`config.mk`:
```
export PLATFORM = sky130hd
export DESIGN_NAME = regmap_spi_initiator
export DESIGN_NICKNAME = d
export VERILOG_FILES = /design/src/rtl/regmap_spi_initiator.sv
export SDC_FILE = /design/constraint.sdc
export NUM_CORES = 1
export LEC_CHECK = 0
export CORE_MARGIN = 8
export CORE_UTILIZATION = 45
export CTS_BUF_LIST = sky130_fd_sc_hd__clkbuf_16
export CTS_CLUSTER_DIAMETER = 150
export DETAILED_ROUTE_END_ITERATION = 16
export PLACE_DENSITY = 0.66
export RECOVER_POWER = 100
export SYNTH_ARGS = -nofsm -noshare
export SYNTH_HDL_FRONTEND = slang
export SYNTH_SLANG_ARGS = --single-unit
```
`constraint.sdc`:
```
create_clock -name clk_i -period 2.1 [get_ports clk_i]
set_input_delay 0.315 -clock clk_i [delete_from_list [all_inputs] [get_ports clk_i]]
set_output_delay 0.315 -clock clk_i [all_outputs]
set_load 0.005 [all_outputs]
```
`src/rtl/regmap_spi_initiator.sv`:
```
`timescale 1ns/1ps
// SPI mode-0 target that turns one host frame into one register-map access.
// All SPI pins are oversampled in clk_i; a frame is R/W, address, then data
// (write) or read data returned on MISO.
module regmap_spi_initiator #(
  parameter int ADDR_WIDTH = 7,
  parameter int DATA_WIDTH = 8,
  parameter int WR_HOLD    = 4,
  parameter int WR_GAP     = 4,
  parameter int RD_LAT     = 3
) (
  input  logic                  clk_i,
  input  logic                  rst_i,
  input  logic                  sclk_i,
  input  logic                  cs_n_i,
  input  logic                  mosi_i,
  output logic                  miso_o,
  output logic [ADDR_WIDTH-1:0] addr_o,
  output logic [DATA_WIDTH-1:0] write_data_o,
  output logic                  write_en_o,
  output logic                  read_en_o,
  input  logic [DATA_WIDTH-1:0] read_data_i,
  output logic                  busy_o,
  output logic                  frame_err_o
);

  localparam int FW   = 1 + ADDR_WIDTH + DATA_WIDTH;
  localparam int BW   = $clog2(FW + 1);
  localparam int SW   = (ADDR_WIDTH + 1 > DATA_WIDTH) ? ADDR_WIDTH + 1 : DATA_WIDTH;
  localparam int TMAX = (WR_HOLD > WR_GAP) ? ((WR_HOLD > RD_LAT) ? WR_HOLD : RD_LAT)
                                           : ((WR_GAP > RD_LAT) ? WR_GAP : RD_LAT);
  localparam int CW   = $clog2(TMAX + 1);

  typedef enum logic [2:0] {
    S_IDLE, S_CMD, S_RD_REQ, S_RD_OUT, S_WR_DATA, S_WR_PULSE, S_WR_GAP, S_DONE
  } state_t;

  // Pin order in the synchroniser bank: 0 = sclk, 1 = cs_n, 2 = mosi.
  // cs_n idles high, so its flops come out of reset as 1.
  localparam logic [2:0] SYNC_RST = 3'b010;

  logic [2:0] pin_raw;
  logic [2:0] pin_sync;
  assign pin_raw = {mosi_i, cs_n_i, sclk_i};

  genvar gi;
  for (gi = 0; gi < 3; gi++) begin : g_sync
    logic meta_q;
    logic stab_q;
    // Two-flop synchroniser for one asynchronous SPI pin
    always_ff @(posedge clk_i or posedge rst_i) begin
      if (rst_i) begin
        meta_q <= SYNC_RST[gi];
        stab_q <= SYNC_RST[gi];
      end else begin
        meta_q <= pin_raw[gi];
        stab_q <= meta_q;
      end
    end
    assign pin_sync[gi] = stab_q;
  end

  logic sclk_s, cs_s, mosi_s;
  assign sclk_s = pin_sync[0];
  assign cs_s   = pin_sync[1];
  assign mosi_s = pin_sync[2];

  logic sclk_dly_q, cs_dly_q;
  // Delayed copies of the synced sclk / cs_n for edge detection
  always_ff @(posedge clk_i or posedge rst_i) begin
    if (rst_i) begin
      sclk_dly_q <= 1'b0;
      cs_dly_q   <= 1'b1;
    end else begin
      sclk_dly_q <= sclk_s;
      cs_dly_q   <= cs_s;
    end
  end

  logic sclk_rise, sclk_fall, cs_fall;
  assign sclk_rise = sclk_s & ~sclk_dly_q;
  assign sclk_fall = ~sclk_s & sclk_dly_q;
  assign cs_fall   = ~cs_s & cs_dly_q;

  state_t                state_q, state_d;
  logic [BW-1:0]         bit_cnt_q, bit_cnt_d;
  logic [CW-1:0]         cnt_q, cnt_d;
  logic [SW-2:0]         sh_q, sh_d;
  logic [SW-1:0]         sh_next;
  logic [DATA_WIDTH-1:0] tx_q, tx_d;
  logic [ADDR_WIDTH-1:0] addr_q, addr_d;
  logic [DATA_WIDTH-1:0] wdata_q, wdata_d;
  logic                  abort_q, abort_d;
  logic                  ferr_q, ferr_d;
  logic                  miso_q, miso_d;
  logic                  wen_q, wen_d;
  logic                  ren_q, ren_d;
  logic                  busy_q, busy_d;
  logic                  abort_now;

  // The shifter keeps the previous bits; sh_next is the word including this bit.
  assign sh_next   = {sh_q, mosi_s};
  // cs_n already seen high during an unfinishable bus sequence
  assign abort_now = abort_q | cs_s;

  // Frame sequencing: next state, datapath captures and registered strobes
  always_comb begin
    state_d   = state_q;
    bit_cnt_d = bit_cnt_q;
    cnt_d     = cnt_q;
    sh_d      = sh_q;
    tx_d      = tx_q;
    addr_d    = addr_q;
    wdata_d   = wdata_q;
    abort_d   = abort_q;
    ferr_d    = ferr_q;
    miso_d    = 1'b0;
    case (state_q)
      S_IDLE: begin
        if (cs_fall) begin
          bit_cnt_d = '0;
          ferr_d    = 1'b0;
          abort_d   = 1'b0;
          state_d   = S_CMD;
        end
      end
      S_CMD: begin
        if (cs_s) begin
          ferr_d  = 1'b1;
          state_d = S_IDLE;
        end else if (sclk_rise) begin
          sh_d      = sh_next[SW-2:0];
          bit_cnt_d = bit_cnt_q + 1'b1;
          if (bit_cnt_q == BW'(ADDR_WIDTH)) begin
            addr_d  = sh_next[ADDR_WIDTH-1:0];
            cnt_d   = '0;
            state_d = sh_next[ADDR_WIDTH] ? S_WR_DATA : S_RD_REQ;
          end
        end
      end
      S_RD_REQ: begin
        if (cs_s) begin
          ferr_d  = 1'b1;
          abort_d = 1'b1;
        end
        cnt_d = cnt_q + 1'b1;
        if (cnt_q == CW'(RD_LAT - 1)) begin
          tx_d    = read_data_i;
          state_d = abort_now ? S_IDLE : S_RD_OUT;
        end
      end
      S_RD_OUT: begin
        miso_d = miso_q;
        if (cs_s) begin
          ferr_d  = 1'b1;
          miso_d  = 1'b0;
          state_d = S_IDLE;
        end else begin
          if (sclk_fall) begin
            miso_d = tx_q[DATA_WIDTH-1];
            tx_d   = {tx_q[DATA_WIDTH-2:0], 1'b0};
          end
          if (sclk_rise) begin
            bit_cnt_d = bit_cnt_q + 1'b1;
            if (bit_cnt_q == BW'(FW - 1)) begin
              miso_d  = 1'b0;
              state_d = S_DONE;
            end
          end
        end
      end
      S_WR_DATA: begin
        if (cs_s) begin
          ferr_d  = 1'b1;
          state_d = S_IDLE;
        end else if (sclk_rise) begin
          sh_d      = sh_next[SW-2:0];
          bit_cnt_d = bit_cnt_q + 1'b1;
          if (bit_cnt_q == BW'(FW - 1)) begin
            wdata_d = sh_next[DATA_WIDTH-1:0];
            cnt_d   = '0;
            state_d = S_WR_PULSE;
          end
        end
      end
      S_WR_PULSE: begin
        if (cs_s) begin
          ferr_d  = 1'b1;
          abort_d = 1'b1;
        end
        cnt_d = cnt_q + 1'b1;
        if (cnt_q == CW'(WR_HOLD - 1)) begin
          cnt_d   = '0;
          state_d = S_WR_GAP;
        end
      end
      S_WR_GAP: begin
        if (cs_s) begin
          ferr_d  = 1'b1;
          abort_d = 1'b1;
        end
        cnt_d = cnt_q + 1'b1;
        if (cnt_q == CW'(WR_GAP - 1)) begin
          state_d = abort_now ? S_IDLE : S_DONE;
        end
      end
      S_DONE: begin
        if (cs_s) state_d = S_IDLE;
      end
      default: state_d = S_IDLE;
    endcase
    // Strobes are registered and line up exactly with the state they belong to
    wen_d  = (state_d == S_WR_PULSE);
    ren_d  = (state_d == S_RD_REQ);
    busy_d = wen_d | ren_d | (state_d == S_WR_GAP);
  end

  // State and datapath registers
  always_ff @(posedge clk_i or posedge rst_i) begin
    if (rst_i) begin
      state_q   <= S_IDLE;
      bit_cnt_q <= '0;
      cnt_q     <= '0;
      sh_q      <= '0;
      tx_q      <= '0;
      addr_q    <= '0;
      wdata_q   <= '0;
      abort_q   <= 1'b0;
      ferr_q    <= 1'b0;
      miso_q    <= 1'b0;
      wen_q     <= 1'b0;
      ren_q     <= 1'b0;
      busy_q    <= 1'b0;
    end else begin
      state_q   <= state_d;
      bit_cnt_q <= bit_cnt_d;
      cnt_q     <= cnt_d;
      sh_q      <= sh_d;
      tx_q      <= tx_d;
      addr_q    <= addr_d;
      wdata_q   <= wdata_d;
      abort_q   <= abort_d;
      ferr_q    <= ferr_d;
      miso_q    <= miso_d;
      wen_q     <= wen_d;
      ren_q     <= ren_d;
      busy_q    <= busy_d;
    end
  end

  assign miso_o       = miso_q;
  assign addr_o       = addr_q;
  assign write_data_o = wdata_q;
  assign write_en_o   = wen_q;
  assign read_en_o    = ren_q;
  assign busy_o       = busy_q;
  assign frame_err_o  = ferr_q;

endmodule

```
### Yosys cells after proc, flatten, opt, wreduce, memory -nomap -nowiden

Cells that the tools add are included.

* add/sub/neg operators: 2
* multiply operators: 0
* divide/modulo/power cells: 0
* magnitude comparators: 0
* equality and inequality tests: 28
* shifts and indexed selects: 0
* muxes and demuxes: 43
* bitwise gates (word level): 9
* reduce and logical (&&, ||, !) cells: 19

Operators by type and width (number)
* two-way mux 3 bit: 23
* two-way mux 8 bit: 3
* case mux 3 bit (8 select lines): 1
* != test 2 bit, second input constant: 11
* == test 3 bit, second input constant: 6
* case mux 8 bit (2 select lines): 1
* AND reduction 4 bit: 4
* == test 3 x 2 -> 1 bit, second input constant: 5
* two-way mux 5 bit: 3
* case mux 3 bit (4 select lines): 1
* case mux 5 bit (2 select lines): 1
* AND reduction 3 bit: 3
* nonzero test 2 bit: 4
* two-way mux 1 bit: 7
* AND reduction 7 bit: 1
* != test 2 x 1 -> 1 bit, second input constant: 3
* OR reduction 3 bit: 2
* OR reduction 6 bit: 1
* adder 5 x 1 -> 5 bit, second input constant: 1
* == test 5 x 3 -> 1 bit, second input constant: 1
* == test 5 x 4 -> 1 bit, second input constant: 1
* case mux 1 bit (2 select lines): 2
* nonzero test 4 bit: 1
* OR reduction 2 bit: 2
* 7 further kinds: 13

* bits in registers: 55
* latch bits: 0
* RAM bits: 0
* bits in read-only memories: 0
* input port bits: 13
* output and inout bits: 20
* word-level logic and storage cells: 122
* memories: 0

### Longest topological paths before layout

* depth after elaboration: 8
* depth in mapped cells: 8
* mapped depth without buffers: 8

### Least setup slack after synthesis

OpenSTA, ideal clock, no wires.

* path kind: register to register
* start point: reg bit_cnt_q[0]
* end point: reg wdata_q[0], in the netlist write_data_o[0]
* setup time: 125 ps
* data arrival time: 1713 ps
* data required time: 1975 ps
* slack: 263 ps
* cell stages (with the launch flop): 8
* buffers on the path: 0
* clock period less this slack: 1837 ps
* cell sequence: dfrtp_1 -> ha_1 -> and3_1 -> ha_1 -> nand2_1 -> nor3_1 -> nand2_1 -> mux2_2

* longest elaborated chain between the ends: 2

RTL lines
* start, declared: RTL line 86 `logic [BW-1:0] bit_cnt_q, bit_cnt_d;`
* start signal, assigned: RTL line 236 `bit_cnt_q <= bit_cnt_d;`
* == test 5 x 4 -> 1 bit: RTL line 179 `if (bit_cnt_q == BW'(FW - 1)) begin`
* AND reduction 4 bit (no source line)
* end signal, assigned: RTL line 241 `wdata_q <= wdata_d;`
* end, declared: RTL line 92 `logic [DATA_WIDTH-1:0] wdata_q, wdata_d;`

Every way passes these cells.
A chain may end at the register's enable or synchronous reset.

### Worst setup path after layout

* start point: reg bit_cnt_q[0]
* end point: reg addr_q[4], in the netlist addr_o[4]

* longest elaborated chain between the ends: 2

RTL lines
* == test 5 x 3 -> 1 bit: RTL line 134 `if (bit_cnt_q == BW'(ADDR_WIDTH)) begin`
* AND reduction 4 bit (no source line)
* end signal, assigned: RTL line 240 `addr_q <= addr_d;`
* end, declared: RTL line 91 `logic [ADDR_WIDTH-1:0] addr_q, addr_d;`

Every way passes these cells.

==> flow_results.org <==
** Status
- Outcome :: finished, final reports clean

** Drt
- The detailed router placed 1772 vias in this run.
- The detail route stage leaves a number of antenna-violating nets equal to 0.
- Number of DRC violations after detailed routing :: 0
- After detailed routing, the number of vias per cell comes to 5.243.
- Routed len/inst :: 14.92 µm
- Count of TritonRoute iterations in the first routing pass :: 4
- Final wirelength :: 5.043 mm
- The detailed router finished its first iteration with 76 violations.

** Pwr
- Power density over the cells :: 789.7 nW/µm²
- Leakage component of the power :: 1.524 nW
- The worst-case IR drop observed on VDD is 0.5460 mV.
- Power Total :: 2.465 mW

** Setup path
- Grouping stages by cell kind, the critical path spends the most delay in simple AND/OR/NAND/NOR gates.
- CP startpoint kind :: flip-flop
- The largest single stage delay on the critical path is 0.38 ns.
- Worst-path cell chain :: ha_1 -> and4bb_2 -> and4b_1 -> nor3b_4 -> buf_12 -> mux2_2
- STA classifies the critical path endpoint as a flip-flop.
- At the worst endpoint, the arrival time is 2.18 ns.
- The number of buffers and inverters on the critical path is 1.
- Crit path max-delay cell type :: sky130_fd_sc_hd__dfrtp_1
- The critical path in this run is classified as flip-flop to flip-flop.
- Critical-path maximum fanout :: 7
- Worst path required time :: 2.28 ns

** Layout
- Share of layout cells above drive strength 1 :: 16.92%
- From synthesis to final layout, the design area changed by 22.54%.
- Final net count :: 284
- Antenna cell count :: 0
- Final cell count without fillers :: 338

** Yosys
- A synthesized cell averages 11.42 µm².
- Sorting the synthesized cells by area gives the leading types as sky130_fd_sc_hd__dfrtp_1 51%, sky130_fd_sc_hd__mux2_2 9.7%, sky130_fd_sc_hd__mux2i_1 3.1%.
- In this run, distinct cell masters in the synthesized netlist total 42.
- Counting every net in the synthesized netlist gives 242.
- Total of flip-flops plus latches after synthesis :: 55
- Yosys printed 0 warnings.
- Area share of the largest cell type after synthesis :: 51.08%
- In this run the cell area of the synthesized design comes to 2547 µm².
- The largest total area in the synthesized netlist belongs to sky130_fd_sc_hd__dfrtp_1.
- Fraction of the yosys area taken by sequential cells :: 54.17%
- Cell count after synthesis :: 223

** STA
- Static timing analysis puts the maximum clock frequency at 500.9 MHz.
- Number of failing hold endpoints at the final stage :: 0
- Clock skew on the completed layout was measured at 0.005384 ns.
- In the post-route analysis, the smallest setup slack over all paths is 0.1034 ns.
- Final total negative setup slack :: 0 ns
- Unrepaired setup endpoints after global routing :: false
- Setup violations remaining at the end of the flow were counted as 0.
- Measured against its own limit, the worst slew margin works out to 55.52%.
- Number of pins with negative max-slew slack in the final report :: 0
- Post-layout min period :: 1.997 ns
- At the pin with the least slew margin, the transition time is 0.6672 ns.
- Final cycle utilization of the critical path :: 95.07%

** CTS
- The clock tree synthesis step divided the H-tree into 2 levels.
- The number of gates resized after CTS was 0.
- Inserted Clock Buffers :: 5
- Worst-path clk slew :: 0.07 ns
- The number of setup buffers added after CTS is 0.
- Worst-case clock buffer depth :: 2
- Counting every sink on the clock net gives 55.
- CTS Root Buffer Type :: sky130_fd_sc_hd__clkbuf_16
- TritonCTS built the clock tree.
- Count of hold buffers inserted by post-cts repair :: 0
- Clock Latency Late Sink :: 0.29 ns

** Floorplanning
- From left edge to right edge, the die measures 91.24 µm.
- Boundary Pins :: 33
- Row cnt :: 27
- Once the floorplan was initialized, standard cells occupied 46.55% of the core.
- The floorplan step defined a core boundary enclosing 5473 µm².
- The floorplan step set the die height to 91.24 µm.
- The die covers 8325 µm².

** Hold path
- Class of the tightest hold or removal check :: flip-flop to flip-flop

** Run
- MaxCap Viol Count :: 0

** Global routing
- Wire length of the first global-routing pass :: 8.804 mm
- Across every metal layer, demand over resource in global routing totals 12.92%.
- The number of global-route vias before repair was 1848.
- Entering global routing, the biggest net connects 28 pins.
- Total overflow reported by the global router :: 0
- Antenna violations before repair :: 0

** Place
- Port bufs :: 32
- Total instance count after detailed placement :: 330
- Final RePlAce weighted congestion :: 0.8410
- The wire-length estimate of the detail-placed layout is 3.679 mm.
- At the placement stage, the worst setup path has a slack of 0.09291 ns.
==> cells by family after synthesis <==
| logic type | synth area share, % |
|---|---|
| xor+xnor | 0.3439 |
| mux | 12.87 |
| flops | 54.18 |
| fa+ha+maj | 2.947 |
| buf+inv | 3.733 |
| compound gates | 11.25 |
| simple gates | 14.69 |
==> power by group <==
part / switching (mW) / total, mW / internal, mW
registers: 0.106 / 1.25 / 1.15
clock network: 0.385 / 0.833 / 0.447
logic: 0.198 / 0.381 / 0.183
==> placed cells by master (no fill, tap or decap), types with 8 or more instances in the layout <==
master and count:
sky130_fd_sc_hd__dfrtp_1 52, sky130_fd_sc_hd__o21ai_0 13, sky130_fd_sc_hd__mux2i_1 8, sky130_fd_sc_hd__clkdlybuf4s50_1 8
sky130_fd_sc_hd__dlygate4sd3_1 24, sky130_fd_sc_hd__nor2_1 11, sky130_fd_sc_hd__nor2b_1 10, sky130_fd_sc_hd__inv_1 12
sky130_fd_sc_hd__a21oi_1 10, sky130_fd_sc_hd__mux2_2 22, sky130_fd_sc_hd__nand2_1 20
==> flip-flops by register name, indices dropped and copies added (netlist names) <==
register	flops
frame_err_o	1
sh_q	7
miso_o	1
state_q	3
abort_q	1
read_en_o	1
cnt_q	3
cs_dly_q	1
bit_cnt_q	5
cs_s	1
tx_q	8
write_data_o	8
g_sync.stab_q	2
g_sync.meta_q	3
busy_o	1
addr_o	7
sclk_dly_q	1
write_en_o	1
==> per-stage QoR <==
stage | cell area (µm²) | hold WS (ns) | utilization, %
4_1_cts | 3162 | 0.3288 | 57.77
2_1_floorplan | 2547 | 0.3195 | -
5_1_grt | 3122 | 0.3669 | 57.04
6_report | 3122 | 0.3520 | 57.04
3_3_place_gp | 3015 | 0.3352 | 55.10
3_5_place_dp | 3015 | 0.3373 | 55.10
==> path summary, 6_finish.rpt <==
| check | from | end | slack, ns | cells after the start |
|---|---|---|---|---|
| max | bit_cnt_q[0]$_DFFE_PP0P_ | addr_o[4]$_DFFE_PP0P_ | 0.10 | 6 |
| min | g_sync[2].meta_q$_DFF_PP0_ | g_sync[2].stab_q$_DFF_PP0_ | 0.35 | 0 |
| max reg2reg | bit_cnt_q[0]$_DFFE_PP0P_ | addr_o[4]$_DFFE_PP0P_ | 0.10 | 6 |
| min reg2reg | g_sync[2].meta_q$_DFF_PP0_ | g_sync[2].stab_q$_DFF_PP0_ | 0.35 | 0 |
| max in group asynchronous | rst_i | busy_o$_DFF_PP0_ | 0.53 | 3 |
| min in group asynchronous | rst_i | g_sync[2].meta_q$_DFF_PP0_ | 0.53 | 2 |
==> Yosys cell counts <==
master,instances
sky130_fd_sc_hd__buf_6,2
sky130_fd_sc_hd__or3b_1,1
sky130_fd_sc_hd__and2_1,1
sky130_fd_sc_hd__nor3b_4,1
sky130_fd_sc_hd__dfstp_2,3
sky130_fd_sc_hd__inv_1,12
sky130_fd_sc_hd__o21bai_4,1
sky130_fd_sc_hd__or4b_1,1
sky130_fd_sc_hd__o21bai_1,2
sky130_fd_sc_hd__xnor2_1,1
sky130_fd_sc_hd__and4bb_2,1
sky130_fd_sc_hd__clkbuf_1,2
sky130_fd_sc_hd__o22ai_1,2
sky130_fd_sc_hd__nand3_1,5
sky130_fd_sc_hd__o21ai_0,14
sky130_fd_sc_hd__mux2_2,22
sky130_fd_sc_hd__o41ai_1,1
sky130_fd_sc_hd__a31oi_1,3
sky130_fd_sc_hd__nor2b_1,10
sky130_fd_sc_hd__buf_2,4
sky130_fd_sc_hd__a32o_1,1
sky130_fd_sc_hd__o31ai_1,1
sky130_fd_sc_hd__nand2_1,20
sky130_fd_sc_hd__o32ai_1,1
sky130_fd_sc_hd__a22o_1,1
sky130_fd_sc_hd__o221ai_1,2
sky130_fd_sc_hd__nand2b_1,7
sky130_fd_sc_hd__mux2i_1,8
sky130_fd_sc_hd__ha_1,6
sky130_fd_sc_hd__dfrtp_1,52
sky130_fd_sc_hd__nor4_1,1
sky130_fd_sc_hd__a32oi_1,1
sky130_fd_sc_hd__a221o_1,1
sky130_fd_sc_hd__o211ai_2,1
sky130_fd_sc_hd__and3_1,4
sky130_fd_sc_hd__nor2_1,11
sky130_fd_sc_hd__nor3b_2,1
sky130_fd_sc_hd__o21ai_2,1
sky130_fd_sc_hd__a21oi_1,10
sky130_fd_sc_hd__nand4_1,1
sky130_fd_sc_hd__nor3_1,2
sky130_fd_sc_hd__and4b_1,1
==> layer usage <==
layer	share of wire (%)	global-route usage (%)	up-vias	wire length, µm
met5	0	0	-	0
met4	1.0	3.683	0	52
met3	3.6	4.115	7	181
met2	48	20.44	28	2406
met1	48	16.56	867	2402
li1	-	-	870	-
==> worst reg2reg max path, delay by kind of cell, from the launching register on <==
kind	cells	cell delay, ns
adder cells (fa/ha/maj)	1	0.21
buffers and inverters	1	0.16
flip-flops	1	0.38
multiplexers	1	0.32
AND/OR/NAND/NOR	3	0.81
==> final cells by class <==
cell class / instances / area [µm²]
clock buffers: 5 / 125.1
well taps: 72 / 90.09
inverters: 12 / 45.04
multi-input cells: 148 / 1061
fillers: 508 / 2351
flip-flops and latches: 55 / 1380
repair buffers: 43 / 399.1
clock inverters: 3 / 21.27
Note: power is estimated with default switching activity, not from simulation.
==> RTL edit 1, RTL diff (same flow settings) <==
The parameter `DATA_WIDTH` goes from 8 to 4.
--- a/src/rtl/regmap_spi_initiator.sv
+++ b/src/rtl/regmap_spi_initiator.sv
@@ -6,3 +6,3 @@
   parameter int ADDR_WIDTH = 7,
-  parameter int DATA_WIDTH = 8,
+  parameter int DATA_WIDTH = 4,
   parameter int WR_HOLD    = 4,
Interface: changed (resized read_data_i and write_data_o); port bits go from 33 to 25. No check against the original RTL was run, so the function may have changed too.
==> RTL edit 1 against the unedited design <==
- clock power increased by 8.3%
- routed wire length fell by 14%
- sequential cell count down 9
- setup slack improved by 60 ps
- critical path depth is 1 higher
- synthesized area fell by 13%
- design area is 12% lower
- total power down 3.6%
- critical path type unchanged
- critical endpoint is now busy_o
- largest cell class unchanged
==> RTL edit 1: results (changes against the unedited design) <==
| Metric | Value |
|---|---|
| Fraction of the yosys area taken by sequential cells | `51.82% (-2.4 points)` |
| First-pass GRT wire length | `7445 um (-15%)` |
| Count of mapped cells out of synthesis | `199 (-11%)` |
| RR Endpoint | `busy_o` |
| Area contributors post-synth | `sky130_fd_sc_hd__dfrtp_1, sky130_fd_sc_hd__mux2_2, sky130_fd_sc_hd__a21oi_1` |
| Vias | `1,587 (-10%)` |
| Stage delay of the slowest cell on the critical path | `370 ps` |
| Worst-case headroom to the max-slew limit | `51.34% (-4.2 points)` |
| Final net count | `248 (-13%)` |
| Wire length reported by the detailed router | `4325 um (-14%)` |
| Origin of the critical flop-to-flop path | `cnt_q[1]` |
| Biggest fanout along the worst timing path | `7 (unchanged)` |
| Placed instance area | `2614 sq um (-13%)` |
| Switching power summed over all nets | `638.8 uW (-7.4%)` |
| Leak Pwr | `0.001301 uW (-15%)` |
| Worst setup slack for register-to-register paths | `160 ps (+60 ps)` |
| Synth top cells by count | `sky130_fd_sc_hd__dfrtp_1, sky130_fd_sc_hd__mux2_2, sky130_fd_sc_hd__a21oi_1` |
| Number of distinct library cell variants in the gate-level netlist after synthesis | `45 (+7.1%)` |
| Arrival time at the worst endpoint | `2100 ps (-80 ps)` |
| GRT Overall Usage | `12.44% (-0.49 points)` |
| Period utilisation layout | `92.20% (-2.9 points)` |
| Number of input and output port buffers inserted | `24 (-25%)` |
| Count of cells along the worst register-to-register path | `7 (+1)` |
| WHS | `351.6 ps (-0.4270 ps)` |
| Share of post-route cells with drive strength above 1 | `21.70% (+4.8 points)` |
| Final weighted congestion in routability-driven placement | `0.9072 (+7.9%)` |
| Worst supply voltage drop on vdd | `0.4863 mV (-11%)` |
| Cell count after placement | `294 (-11%)` |
| DR iter-0 viols | `176 (+130%)` |
| Nets in the synthesized netlist | `213 (-12%)` |
| Average routed wire per standard cell | `14.32 um (-4.0%)` |
| Clock Skew | `3.414 ps (-1.970 ps)` |
| Placed wire-length estimate | `3090 um (-16%)` |
| Maximum number of pins on one net before global-route repair | `31 (+11%)` |
| Run status | `finished clean` |
## RTL edit 1: cell type report
class / instances / area [sq um]
clock buffers: 5 / 125.1
well taps: 67 / 83.83
multi-input cells: 139 / 1008
repair buffers: 35 / 310.3
flip-flops and latches: 46 / 1156
fillers: 428 / 2001
inverters: 7 / 26.28
clock inverters: 3 / 43.79
## RTL edit 1: power by group through the flow
stage / Sequential, uW / Clock [uW] / Combinational [uW]
global route: 1120 / 951 / 425
finish: 1100 / 902 / 373
detailed placement: 1110 / 0 / 393
global placement: 1110 / 0 / 391
floorplan: 1050 / 0 / 336
CTS: 1100 / 919 / 396
## RTL edit 1: worst max-delay path: cells and delay by family, from the launching register on
family	cells	cell delay (ps)
AOI/OAI and AO/OA	4	760
DFF	1	370
and+or+nand+nor	1	280
adders and majority gates	2	410
## RTL edit 1: cell families (layout without fill, tap and decap cells)
group | Yosys count | after routing | share of synthesized area, %
AO/OA/AOI/OAI | 40 | 40 | 11.29
XOR/XNOR | 1 | 1 | 0.3931
adder cells (fa/ha/maj) | 5 | 5 | 2.807
AND/OR/NAND/NOR | 69 | 69 | 19.09
buffers and inverters | 14 | 50 | 2.695
multiplexers | 24 | 24 | 11.90
flip-flops | 46 | 46 | 51.82
## RTL edit 1: layer usage
layer | up-vias | routed length (um) | GRT usage [%] | part of all wire [%]
met5 | - | 0 | 0 | 0
met4 | 0 | 70 | 4.851 | 1.6
met3 | 8 | 216 | 3.497 | 5.0
met2 | 41 | 1956 | 18.13 | 45
met1 | 753 | 2081 | 16.92 | 48
li1 | 785 | - | - | -
## RTL edit 1: repair_timing
action                                  CTS  global route
endpoints found under the setup margin    0             2
buffers inserted                          0             0
resized for setup                         0             3
==> RTL edit 2, RTL diff (same settings) <==
Made on the original files. Add an input register stage for `read_data_i`; this delays it by one clock. The other inputs are not delayed to match.
--- a/src/rtl/regmap_spi_initiator.sv
+++ b/src/rtl/regmap_spi_initiator.sv
@@ -41,2 +41,8 @@
 
+  logic [DATA_WIDTH-1:0] read_data_q;
+
+  always_ff @(posedge clk_i) begin
+    read_data_q <= read_data_i;
+  end
+
   logic [2:0] pin_raw;
@@ -147,3 +153,3 @@
         if (cnt_q == CW'(RD_LAT - 1)) begin
-          tx_d    = read_data_i;
+          tx_d    = read_data_q;
           state_d = abort_now ? S_IDLE : S_RD_OUT;
Behaviour: no difference found for any inputs over 10 cycles, from zero or initial values and one cycle with rst_i high; that may be too few to reach the edited logic, so the function may still have changed.
==> RTL edit 2 against the unedited design <==
- core utilization grew 2.0 points
- synthesized area grew 6.4%
- routed wire length grew 6.7%
- setup slack gained 26 ps
- sequential cell count grew 8
- critical path depth grew 2
- synthesized cell count grew 5.8%
- total power grew 31%
- design area grew 11%
- critical path type unchanged
- largest power group unchanged
==> RTL edit 2: results (changes against the unedited design) <==
| Metric | Value |
|---|---|
| Biggest fanout along the worst timing path | `8 (+1)` |
| Number of distinct library cell variants in the gate-level netlist after synthesis | `45 (+7.1%)` |
| Area contributors post-synth | `sky130_fd_sc_hd__dfrtp_1, sky130_fd_sc_hd__mux2_2, sky130_fd_sc_hd__dfxtp_1` |
| Slew at the pin closest to its max-slew limit | `751.6 ps (+84.47 ps)` |
| Origin of the critical flop-to-flop path | `bit_cnt_q[1]` |
| Hold path startpoint | `g_sync[0].meta_q` |
| Met2 wirelength from detailed routing | `2576 um (+7.1%)` |
| RR Endpoint | `write_data_o[0]` |
| Number of global-route vias before repair | `1,917 (+3.7%)` |
| Synth top cells by count | `sky130_fd_sc_hd__dfrtp_1, sky130_fd_sc_hd__mux2_2, sky130_fd_sc_hd__nand2_1` |
| H-Tree Depth | `3 (+1)` |
| Placement Setup Slack | `27.29 ps (-65.62 ps)` |
| Clock Latency Late Sink | `320 ps (+30 ps)` |
| Worst supply voltage drop on vdd | `0.5649 mV (+3.5%)` |
| Worst setup slack for register-to-register paths | `130 ps (+30 ps)` |
| Fraction of the yosys area taken by sequential cells | `56.81% (+2.6 points)` |
| First-pass GRT wire length | `9280 um (+5.4%)` |
| Final weighted congestion in routability-driven placement | `0.8141 (-3.2%)` |
| Multiplexer area fraction after synthesis | `12.09% (-0.78 points)` |
| Maximum number of pins on one net before global-route repair | `26 (-7.1%)` |
| Filler Cell Count | `516 (+1.6%)` |
| DR iter-0 viols | `111 (+46%)` |
| Count of mapped cells out of synthesis | `236 (+5.8%)` |
| Final net count | `303 (+6.7%)` |
| Clock transition at the registers of the reported paths | `50 ps (-20 ps)` |
| Met3 track utilization from global routing | `3.045% (-1.1 points)` |
| Average routed wire per standard cell | `14.79 um (-0.90%)` |
| Run status | `finished clean` |
| Placed wire-length estimate | `3784 um (+2.8%)` |
| Compound-cell area share of the yosys netlist | `11.17% (-0.080 points)` |
| Arithmetic-cell share of the synthesized area counting full adders, half adders and majority gates | `2.769% (-0.18 points)` |
| Leak Pwr | `0.001676 uW (+10%)` |
| Met1 GRT Util | `17.45% (+0.89 points)` |
| WHS | `346.7 ps (-5.340 ps)` |
| WL met3 | `173 um (-4.4%)` |
| Cell count after placement | `348 (+5.5%)` |
| Clock Skew | `8.037 ps (+2.653 ps)` |
| Count of cells along the worst register-to-register path | `8 (+2)` |
| GRT Overall Usage | `13.51% (+0.59 points)` |
==> RTL edit 2: cell types whose count changed in the layout (fill, tap and decap cells not counted), sizes merged, moves of 3 or more <==
| cell | change |
|---|---|
| dfxtp | +8 |
| nor3 | +3 |
| dlygate4sd3 | +8 |
| o21ai | +6 |
| clkdlybuf4s50 | -8 |
| clkbuf | +5 |
| nand2 | +3 |
| nand2b | -3 |
| nor2b | -4 |
==> RTL edit 2: area by class of cell <==
class / count / area (sq um) / area share, %
inverters: 10 / 37.54 / 1.081
repair buffers: 46 / 412.9 / 11.89
clock buffers: 9 / 225.2 / 6.484
clock inverters: 7 / 57.56 / 1.657
multi-input cells: 154 / 1106 / 31.84
well taps: 75 / 93.84 / 2.702
flip-flops and latches: 63 / 1540 / 44.34
==> RTL edit 2: logic make-up (layout without fill, tap and decap cells) <==
kind of cell               count (synthesis)  count (layout)
and+or+nand+nor                           68              68
DFF                                       63              63
AOI/OAI and AO/OA                         49              49
muxes                                     30              30
buffers and inverters                     19              72
adders and majority gates                  6               6
xor gates and xnor gates                   1               1
==> RTL edit 2: repair_timing <==
item                                   CTS  global route
setup endpoints to repair                0            10
endpoints found under the hold margin    0             0
gates resized for setup                  0             4
==> RTL edit 2: worst max-delay path by stage <==
stage | startpoint | end | slack [ps] | cells after the start
after CTS | bit_cnt_q[1] | read_en_o | 20 | 8
after global routing | bit_cnt_q[1] | write_data_o[0] | 20 | 8
after detailed placement | bit_cnt_q[1] | read_en_o | 30 | 8
after floorplan | bit_cnt_q[0] | read_en_o | 90 | 8
after global placement | bit_cnt_q[1] | read_en_o | 70 | 8
final | bit_cnt_q[1] | write_data_o[0] | 130 | 8
==> RTL edit 2: power breakdown <==
part / switching [uW] / internal (uW) / total, uW
registers: 112 / 1320 / 1430
logic: 213 / 203 / 416
clock network: 498 / 898 / 1400
